### src/rtl/wb_interconnect_nx1_arb.sv
// N-initiator to 1-target Wishbone arbiter/mux with a registered round-robin grant held for the whole cycle.
// Optional stall timeout enabled by defining WB_ARB_TIMEOUT_EN.
module wb_interconnect_nx1_arb #(
    parameter int ADR_WIDTH      = 32,
    parameter int DAT_WIDTH      = 32,
    parameter int N_INITIATORS   = 2,
    parameter int TIMEOUT_CYCLES = 256
) (
    input  logic                                clock,
    input  logic                                reset,
    input  logic [N_INITIATORS*ADR_WIDTH-1:0]   t_adr,
    input  logic [N_INITIATORS*DAT_WIDTH-1:0]   t_dat_w,
    output logic [N_INITIATORS*DAT_WIDTH-1:0]   t_dat_r,
    input  logic [N_INITIATORS*DAT_WIDTH/8-1:0] t_sel,
    input  logic [N_INITIATORS-1:0]             t_cyc,
    input  logic [N_INITIATORS-1:0]             t_stb,
    input  logic [N_INITIATORS-1:0]             t_we,
    output logic [N_INITIATORS-1:0]             t_ack,
    output logic [N_INITIATORS-1:0]             t_err,
    output logic [ADR_WIDTH-1:0]                i_adr,
    output logic [DAT_WIDTH-1:0]                i_dat_w,
    output logic [DAT_WIDTH/8-1:0]              i_sel,
    output logic                                i_we,
    output logic                                i_cyc,
    output logic                                i_stb,
    input  logic [DAT_WIDTH-1:0]                i_dat_r,
    input  logic                                i_ack,
    input  logic                                i_err
);
    localparam int SEL_WIDTH = DAT_WIDTH / 8;
    localparam int GW        = (N_INITIATORS > 1) ? $clog2(N_INITIATORS) : 1;

`ifdef WB_ARB_TIMEOUT_EN
    typedef enum logic [1:0] {IDLE, BUSY, ERR} state_t;
`else
    typedef enum logic [0:0] {IDLE, BUSY} state_t;
`endif

    state_t        st, st_next;
    logic [GW-1:0] gnt, last, pick;
    logic          found;
    logic          tmo_hit;

    // Round-robin search starting just past the last winner, wrapping around.
    always_comb begin
        found = 1'b0;
        pick  = last;
        for (int i = 1; i <= N_INITIATORS; i++) begin
            if (!found && t_cyc[(int'(last) + i) % N_INITIATORS]) begin
                found = 1'b1;
                pick  = GW'((int'(last) + i) % N_INITIATORS);
            end
        end
    end

    always_ff @(posedge clock or posedge reset) begin
        if (reset) begin
            st   <= IDLE;
            gnt  <= '0;
            last <= GW'(N_INITIATORS - 1);
        end else begin
            st <= st_next;
            if (st == IDLE && found) begin
                gnt  <= pick;
                last <= pick;
            end
        end
    end

    always_comb begin
        st_next = st;
        case (st)
            IDLE: if (found) st_next = BUSY;
            BUSY: begin
                if (!t_cyc[gnt])  st_next = IDLE;
`ifdef WB_ARB_TIMEOUT_EN
                else if (tmo_hit) st_next = ERR;
            end
            ERR: begin
                if (!t_cyc[gnt])  st_next = IDLE;
`endif
            end
            default: st_next = IDLE;
        endcase
    end

`ifdef WB_ARB_TIMEOUT_EN
    localparam int CW = $clog2(TIMEOUT_CYCLES + 1);
    logic [CW-1:0] cnt;
    logic          err_first;
    logic          stall;

    assign stall   = (st == BUSY) && i_stb && !i_ack && !i_err;
    assign tmo_hit = stall && (cnt == CW'(TIMEOUT_CYCLES - 1));

    always_ff @(posedge clock or posedge reset) begin
        if (reset) begin
            cnt       <= '0;
            err_first <= 1'b0;
        end else begin
            if (st != BUSY || i_ack || i_err) cnt <= '0;
            else if (stall)                   cnt <= cnt + 1'b1;
            err_first <= (st == BUSY) && (st_next == ERR);
        end
    end
`else
    assign tmo_hit = 1'b0;
`endif

    assign t_dat_r = {N_INITIATORS{i_dat_r}};

    // The granted slice always drives the target-side payload; only cyc/stb are gated by state.
    always_comb begin
        i_adr   = t_adr[int'(gnt)*ADR_WIDTH +: ADR_WIDTH];
        i_dat_w = t_dat_w[int'(gnt)*DAT_WIDTH +: DAT_WIDTH];
        i_sel   = t_sel[int'(gnt)*SEL_WIDTH +: SEL_WIDTH];
        i_we    = t_we[gnt];
        i_cyc   = 1'b0;
        i_stb   = 1'b0;
        t_ack   = '0;
        t_err   = '0;
        if (st == BUSY) begin
            i_cyc      = t_cyc[gnt];
            i_stb      = t_stb[gnt];
            // An ack arriving after the initiator abandoned its cycle is dropped.
            t_ack[gnt] = i_ack & t_cyc[gnt];
            t_err[gnt] = i_err & t_cyc[gnt];
        end
`ifdef WB_ARB_TIMEOUT_EN
        if (st == ERR && err_first) t_err[gnt] = 1'b1;
`endif
    end

endmodule

### config.mk
export PLATFORM = sky130hd
export DESIGN_NAME = wb_interconnect_nx1_arb
export DESIGN_NICKNAME = d
export VERILOG_FILES = /design/src/rtl/wb_interconnect_nx1_arb.sv
export SDC_FILE = /design/constraint.sdc
export NUM_CORES = 1
export LEC_CHECK = 0
export BUFFER_PORTS_ARGS = -buffer_cell sky130_fd_sc_hd__buf_2
export CAP_MARGIN = 20
export CORE_AREA = 2 2 124 126
export CTS_CLUSTER_SIZE = 10
export DETAILED_ROUTE_END_ITERATION = 8
export DIE_AREA = 0 0 126 128
export GPL_TIMING_DRIVEN = 0
export PLACE_DENSITY_LB_ADDON = 0.15
export SLEW_MARGIN = 25
export SYNTH_ARGS = -nofsm -noshare
export SYNTH_HDL_FRONTEND = slang
export SYNTH_SLANG_ARGS = --single-unit
### constraint.sdc
create_clock -name clock -period 1 [get_ports clock]
set_input_delay 0.1 -clock clock [delete_from_list [all_inputs] [get_ports clock]]
set_output_delay 0.1 -clock clock [all_outputs]
set_load 0.005 [all_outputs]
[After elaboration in Yosys (flattened, before gate mapping)]
Cells that the tools add are included.
Operators by class
  $add $sub $neg: 2
  $mul: 0
  divide/modulo/power cells: 0
  magnitude comparators: 4
  equal/unequal tests: 0
  shift-type cells: 3
  multiplexer cells: 25
  bitwise gates (word level): 7
  reductions and logical operators: 4
Operator list (count)
  $shiftx 64x7->32: 2
  $mux 1: 21
  $shiftx 8x4->4: 1
  $lt 2x3->1 const B: 2
  $and 2x2->2: 2
  $mux 2: 2
  $logic_and 1x1->1: 3
  $add 1x1->1 const B: 2
  $and 1x1->1: 2
  $and 1x1->1 const A: 2
  $lt 1x2->1 const B: 1
  $pmux 1 s2: 1
  $demux 1 s1: 1
  $ge 1x1->1 const B: 1
  $logic_not 1->1: 1
  $not 1->1: 1
Word-level totals
  register bits: 3
  bits in latches: 0
  bits in writable memories: 0
  ROM bits: 0
  input port bits: 178
  output and inout bits: 139
  word-level logic and storage cells: 48
  memories: 0

[Longest topological paths before layout]
Gate-level depths: netlist (run 1).
  depth after elaboration: 11
  depth in mapped cells: 4

[Least setup slack after synthesis (run 1)]
No wires, ideal clock.
  path type: flip-flop to output port
  start point: register gnt
  end point: output port i_adr[0]
  arrival time: 963 ps
  required time: 900 ps
  slack: -63 ps
  stages on the path, launching flop included: 4
  path through: dfrtp_1 buf_6 buf_6 mux2_4
Between the ends
  longest elaborated chain between the ends: 1
Ends and longest elaborated chain
  start: declaration: line 40  | logic [GW-1:0] gnt, last, pick;
  start signal: assignment: line 64  | gnt <= pick;
  $shiftx 64x7->32: line 114  | i_adr = t_adr[int'(gnt)*ADR_WIDTH +: ADR_WIDTH];
  end: declaration: line 20  | output logic [ADR_WIDTH-1:0] i_adr,
No other way between the ends.

[Final worst setup path (run 1)]
  start point: register gnt
  end point: output port i_adr[3]
The elaborated chain is that of the path after synthesis.

==> impl_metrics.yaml, run 1 <==
critical_path:
  r2r_cells: 5
  max_stage_delay_ps: 430
  reg2reg_slack_ps: -190
  timing_worst_setup_path_type: "reg -> out"
  reg2reg_to: "st$_DFF_PP0_"
  critical_path.n_buffers_inverters: 3
  cp_common_cell: "sky130_fd_sc_hd__buf_12"
  crit_slowest_cell: "sky130_fd_sc_hd__dfrtp_2"
  cp.required_ps: 900
  timing.critical_path.from_type: "flop"
  cp_top_family: "flip-flops"
  critical_path.reg2reg.startpoint: "gnt$_DFFE_PP0P_"
  crit_chain: "buf_12 -> buf_12 -> mux2_4 -> buf_6"
  end_kind: "primary output"
  worst-path-max-fanout: 10
  worstPathArrival_ps: 1400
floorplanning:
  initial_utilization_pct: 11.5
  rows: 45
  core_area_um2: 14900
  overall_die_area_um2: 16100
  dieWidth_um: 126
  io_pins: 317
  die_h_um: 128
pwr:
  ir_worst_vdd_uv: 432
  cellLeakagePower_nw: 2.26
  reg_power_share_pct: 4.1
  psw_mw: 2.19
  power_density_nw_per_um2: 1780
  combinationalPowerShare_pct: 86.8
  fin_total_pwr_mw: 6.95
  cell_internal_pwr_mw: 4.76
  p_sw_share_pct: 31.5
  relative_contribution_of_the_clock_network_to_total_power_pct: 9.1
yosys:
  post-synth-top-area-cell: "sky130_fd_sc_hd__mux2_4"
  ys_top_cells_by_area: "sky130_fd_sc_hd__mux2_4 (41%), sky130_fd_sc_hd__buf_4 (28%), sky130_fd_sc_hd__mux2_2 (15%)"
  syn-mean-instance-area_um2: 10.3
  netlist_instances: 166
  ys_dominant_reg_cell: "sky130_fd_sc_hd__dfrtp_1"
  synth_warnings: 0
  synth_area_um2: 1700
  synthArstFlopShare_pct: 100
  synth-seq-cells: 3
  yosys.cell_count.top_type: "sky130_fd_sc_hd__buf_4"
  synth_enable_flop_cells: 0
  synth_cell_types: 18
  postSynthNetCount: 344
  yosys.area.top_type_share_pct: 41.4
  netlist_top_cells_count: "sky130_fd_sc_hd__buf_4 (64), sky130_fd_sc_hd__mux2_4 (47), sky130_fd_sc_hd__mux2_2 (22)"
  ys_seq_area_share_pct: 4.48
detailed_routing:
  wire_length_per_cell_after_detailed_routing_um: 11.2
  num_vias: 2235
  drt_first_pass_iters: 2
  drtAntennaViolNets: 0
  drc_errors: 0
  vias_per_cell: 3.45
  routed_wirelength_mm: 7.23
  drt-initial-drc-count: 16
clock_tree:
  clock_sinks: 3
  clock-root-buffer: "sky130_fd_sc_hd__clkbuf_16"
  cts_max_path_buffers: 2
  tritoncts: "built"
  cts_made_buffers: 3
  cts_max_level: 1
  clkSlewWorstSetupHoldPaths_ps: 30
  clkLatencyLatePin_ps: 220
sta:
  finalSetupViolCount: 77
  timing.final.hold_violations: 0
  post-route-period-util_pct: 150
  final_total_negative_setup_slack_ps: -35300
  final_worst_path_period_need_ps: 1500
  timing.slew.headroom_pct: 87.7
  worst_clock_skew_ps: 0.312
  actual_slew_at_the_worst_max_slew_pin_ps: 185
  postLayoutSetupSlackWorst_ps: -499
  max_freq_ghz: 0.667
  final_max_slew_viols: 0
  grt_setup_unrepaired: "true"
hold_path:
  min_path_type: "in -> reg"
  hold_end: "st$_DFF_PP0_"
  timing.hold.worst.start: "t_cyc[1]"
  cells_on_worst_hold_path: 3
place:
  port_buffers: 284
  gpl.final_weighted_congestion: 0.669
  dp_hpwl_mm: 6.30
status:
  status: "finished with violations"
  violations: "setup timing"
global_routing:
  first_global_vias: 2083
  grt_start_max_net_pins: 11
  grt_usage_pct: 7.15
  grt_overflow: 0
  grt_first_pass_wirelength_mm: 9.47
  number_of_antenna_violations_at_the_first_check_in_global_routing: 0
flow_run:
  drv_cap: 0
layout:
  antenna_cells_inserted: 0
  syn2layout_area_growth_pct: 129
  final_core_density_pct: 26.3
  final_nets: 639
  layout-drive-gt1-share_pct: 95.7
worst max-delay path by stage:
stage / start / end / slack [ps] / cells past startpoint
2_1_floorplan: gnt$_DFFE_PP0P_ / i_adr[0] / -60 / 3
3_3_place_gp: gnt$_DFFE_PP0P_ / i_dat_w[23] / -360 / 4
3_5_place_dp: gnt$_DFFE_PP0P_ / i_dat_w[23] / -350 / 4
4_1_cts: gnt$_DFFE_PP0P_ / i_adr[12] / -510 / 4
5_1_grt: gnt$_DFFE_PP0P_ / i_dat_w[23] / -530 / 4
6_report: gnt$_DFFE_PP0P_ / i_adr[3] / -500 / 4
layout make-up:
class | instances | area [um2]
repair buffers | 290 | 1790
fillers | 1620 | 11000
well taps | 188 | 235
flip-flops and latches | 3 | 78.8
clock buffers | 4 | 78.8
multi-input cells | 89 | 1090
plain buffers | 72 | 631
inverters | 2 | 7.51
per-layer routing:
metal / global-route usage, % / vias up / wire length (um)
li1: - / 1093 / -
met1: 7.16 / 996 / 2370
met2: 15.2 / 144 / 4170
met3: 1.50 / 2 / 672
met4: 0.970 / 0 / 14
met5: 0 / - / 0
registers in the layout, indices dropped and copies added (netlist names):
register  count
last          1
st            1
gnt           1
kinds of logic (layout without fill, tap and decap cells):
| family | after synthesis | count (layout) | synth area share, % |
|---|---|---|---|
| AND/OR/NAND/NOR | 13 | 13 | 3.60 |
| flip-flops | 3 | 3 | 4.48 |
| buffers and inverters | 74 | 368 | 33.2 |
| AO/OA/AOI/OAI | 6 | 6 | 2.13 |
| multiplexers | 70 | 70 | 56.6 |
power by group through the flow:
stage	clock (mW)	combinational, mW	sequential [mW]
floorplan	0	2.97	0.230
CTS	0.648	5.21	0.287
global route	0.664	6.43	0.296
detailed placement	0	4.58	0.268
global placement	0	4.58	0.266
finish	0.634	6.03	0.284
placed cells by master, fill, tap and decap left out:
cell type and instances:
sky130_fd_sc_hd__nand2_1 3, sky130_fd_sc_hd__buf_6 45, sky130_fd_sc_hd__dfrtp_2 2, sky130_fd_sc_hd__nor2b_1 1, sky130_fd_sc_hd__mux2_4 48, sky130_fd_sc_hd__dlygate4sd3_1 1, sky130_fd_sc_hd__buf_16 1, sky130_fd_sc_hd__inv_1 2
sky130_fd_sc_hd__o21ai_0 1, sky130_fd_sc_hd__a21o_1 1, sky130_fd_sc_hd__dfstp_2 1, sky130_fd_sc_hd__clkbuf_1 1, sky130_fd_sc_hd__nor2_1 3, sky130_fd_sc_hd__buf_12 6, sky130_fd_sc_hd__a21boi_2 1, sky130_fd_sc_hd__nand2b_4 1
sky130_fd_sc_hd__buf_2 239, sky130_fd_sc_hd__clkbuf_16 4, sky130_fd_sc_hd__nor2_2 1, sky130_fd_sc_hd__a31oi_1 1, sky130_fd_sc_hd__buf_8 2, sky130_fd_sc_hd__nand2b_1 3, sky130_fd_sc_hd__nand2_4 1, sky130_fd_sc_hd__mux2_2 21
sky130_fd_sc_hd__buf_4 67, sky130_fd_sc_hd__a21oi_1 2, sky130_fd_sc_hd__mux2i_1 1
per-stage QoR:
stage / worst slack, ps / cells / area [um2] / hold WS, ps
final: -499 / 648 / 3910 / 189
after global routing: -534 / 648 / 3910 / 221
after CTS: -515 / 646 / 3600 / 182
after detailed placement: -351 / 638 / 3360 / -23.4
after global placement: -358 / 638 / 3360 / -27.9
after floorplan: -63.2 / 166 / 1700 / -147
timing repair:
action / in CTS / in global routing
pin swaps: 1 / 0
hold buffers: 1 / 0
gates cloned: 1 / 1
resized for setup: 25 / 48
endpoints found under the hold margin: 3 / 0
endpoints found under the setup margin: 77 / 77
setup buffers: 2 / 1
worst min-delay path, cell delays in order:
cell and delay (ps):
sky130_fd_sc_hd__buf_2 140, sky130_fd_sc_hd__inv_1 50, sky130_fd_sc_hd__a31oi_1 80
Note: power is estimated with default switching activity, not from simulation.
==> run 2, diff against run 1 <==
--- a/config.mk
+++ b/config.mk
@@ -13,6 +13,7 @@
 export DIE_AREA = 0 0 126 128
 export GPL_TIMING_DRIVEN = 0
 export PLACE_DENSITY_LB_ADDON = 0.15
+export SKIP_CTS_REPAIR_TIMING = 1
 export SLEW_MARGIN = 25
 export SYNTH_ARGS = -nofsm -noshare
 export SYNTH_HDL_FRONTEND = slang
==> constraint.sdc (replaced) <==
create_clock -name clock -period 1 [get_ports clock]
set_input_delay 0.2 -clock clock [delete_from_list [all_inputs] [get_ports clock]]
set_output_delay 0.2 -clock clock [all_outputs]
set_load 0.005 [all_outputs]
==> impl_metrics.yaml, run 2 (synthesis gave the netlist of run 1 again) <==
pwr:
  power_density_nw_per_um2: 1740
  ir_worst_vdd_uv: 584
  cellLeakagePower_nw: 2.23
critical_path:
  cp.depth: 4
  critical_path.n_buffers_inverters: 3
  max_stage_delay_ps: 430
  r2r_cells: 5
  crit_slowest_cell: "sky130_fd_sc_hd__dfrtp_2"
  worstPathArrival_ps: 1390
  timing_worst_setup_path_type: "reg -> out"
  timing.critical_path.from_type: "flop"
  cp_common_cell: "sky130_fd_sc_hd__buf_12"
  cp_top_family: "flip-flops"
  end_kind: "primary output"
  cp.required_ps: 800
  worst-path-max-fanout: 10
  crit_chain: "buf_12 -> buf_12 -> mux2_4 -> buf_6"
detailed_routing:
  route.met3.wl_um: 866
  num_vias: 2233
  routed-wl-met2_mm: 3.80
  drtAntennaViolNets: 0
  routedLengthMet1_mm: 2.20
  wire_length_per_cell_after_detailed_routing_um: 10.6
  highest_layer: "met3"
  drt-initial-drc-count: 15
  routed_wirelength_mm: 6.87
  vias_per_cell: 3.45
  drc_errors: 0
  drt_first_pass_iters: 4
place:
  gpl.final_weighted_congestion: 0.703
  port_buffers: 284
  dp_hpwl_mm: 6.23
layout:
  final_nets: 639
  antenna_cells_inserted: 0
  final_core_density_pct: 25.8
  syn2layout_area_growth_pct: 125
  largest_registers: "gnt x1, last x1, st x1"
  layout.cells.most_common: "sky130_fd_sc_hd__buf_2"
  layout-drive-gt1-share_pct: 95.9
  mostFrequentLayoutCells: "sky130_fd_sc_hd__buf_2 (246), sky130_fd_sc_hd__buf_4 (68), sky130_fd_sc_hd__mux2_4 (47)"
sta:
  actual_slew_at_the_worst_max_slew_pin_ps: 178
  timing.slew.headroom_pct: 88.1
  grt_setup_unrepaired: "true"
  max_freq_ghz: 0.627
  timing.final.hold_violations: 0
  worst_clock_skew_ps: 0.0705
  postLayoutSetupSlackWorst_ps: -594
  final_max_slew_viols: 0
  final_total_negative_setup_slack_ps: -42340
  finalSetupViolCount: 77
  final_worst_path_period_need_ps: 1590
  post-route-period-util_pct: 159
  hold_ws_ps: 288
flow_run:
  drv_cap: 0
clock_tree:
  clkSlewWorstSetupHoldPaths_ps: 30
  clock_sinks: 3
  cts_max_level: 1
  cts_made_buffers: 3
  clock-root-buffer: "sky130_fd_sc_hd__clkbuf_16"
  tritoncts: "built"
  clkLatencyLatePin_ps: 220
  cts_max_path_buffers: 2
global_routing:
  grt_usage_pct: 6.76
  number_of_antenna_violations_at_the_first_check_in_global_routing: 0
  first_global_vias: 1893
  grt_start_max_net_pins: 11
  grt_overflow: 0
  grt_first_pass_wirelength_mm: 8.98
status:
  violations: "setup timing"
  status: "finished with violations"
floorplanning:
  core_area_um2: 14900
  die_h_um: 128
  initial_utilization_pct: 11.5
  io_pins: 317
  rows: 45
  overall_die_area_um2: 16100
  dieWidth_um: 126
hold_path:
  min_path_type: "in -> reg"
  cells_on_worst_hold_path: 3
==> run 2: cell type report <==
| type | count | area (um2) |
|---|---|---|
| plain buffers | 72 | 631 |
| clock buffers | 4 | 78.8 |
| fillers | 1614 | 11000 |
| inverters | 2 | 7.51 |
| multi-input cells | 89 | 1080 |
| flip-flops and latches | 3 | 78.8 |
| well taps | 188 | 235 |
| repair buffers | 290 | 1720 |
==> run 2: through the flow <==
| stage | total power, mW | cell area, um2 | instances | setup slack, ps |
|---|---|---|---|---|
| after floorplan | 3.20 | 1700 | 166 | -163 |
| after global placement | 4.83 | 3360 | 638 | -449 |
| after detailed placement | 4.82 | 3360 | 638 | -463 |
| after CTS | 5.48 | 3440 | 642 | -704 |
| after global routing | 7.13 | 3840 | 648 | -642 |
| final | 6.69 | 3840 | 648 | -594 |
==> run 2: tightest hold or removal path: cells and delay by family <==
family / cells / cell delay, ps
buf+inv: 1 / 130
compound gates: 1 / 80
simple gates: 1 / 80
==> run 2: power breakdown <==
| group | switching [mW] | internal [mW] | leakage [nW] |
|---|---|---|---|
| Clock | 0.106 | 0.526 | 0.0382 |
| Sequential | 0.0819 | 0.196 | 0.0315 |
| Combinational | 1.91 | 3.86 | 2.16 |
==> run 2: final timing paths <==
| path | from | to | slack [ps] |
|---|---|---|---|
| worst min register to register | last$_DFFE_PP1P_ | last$_DFFE_PP1P_ | 490 |
| min in group asynchronous | reset | st$_DFF_PP0_ | 400 |
| worst min-delay path | t_cyc[1] | last$_DFFE_PP1P_ | 290 |
| worst max-delay path | gnt$_DFFE_PP0P_ | i_sel[2] | -590 |
| worst max register to register | gnt$_DFFE_PP0P_ | st$_DFF_PP0_ | -160 |
| max in group asynchronous | reset | last$_DFFE_PP1P_ | 390 |
==> run 2: routing by layer <==
metal / global-route usage, % / up-vias
li1: - / 1091
met1: 7.07 / 971
met2: 13.4 / 171
met3: 2.21 / 0
met4: 0.776 / 0
met5: 0 / -
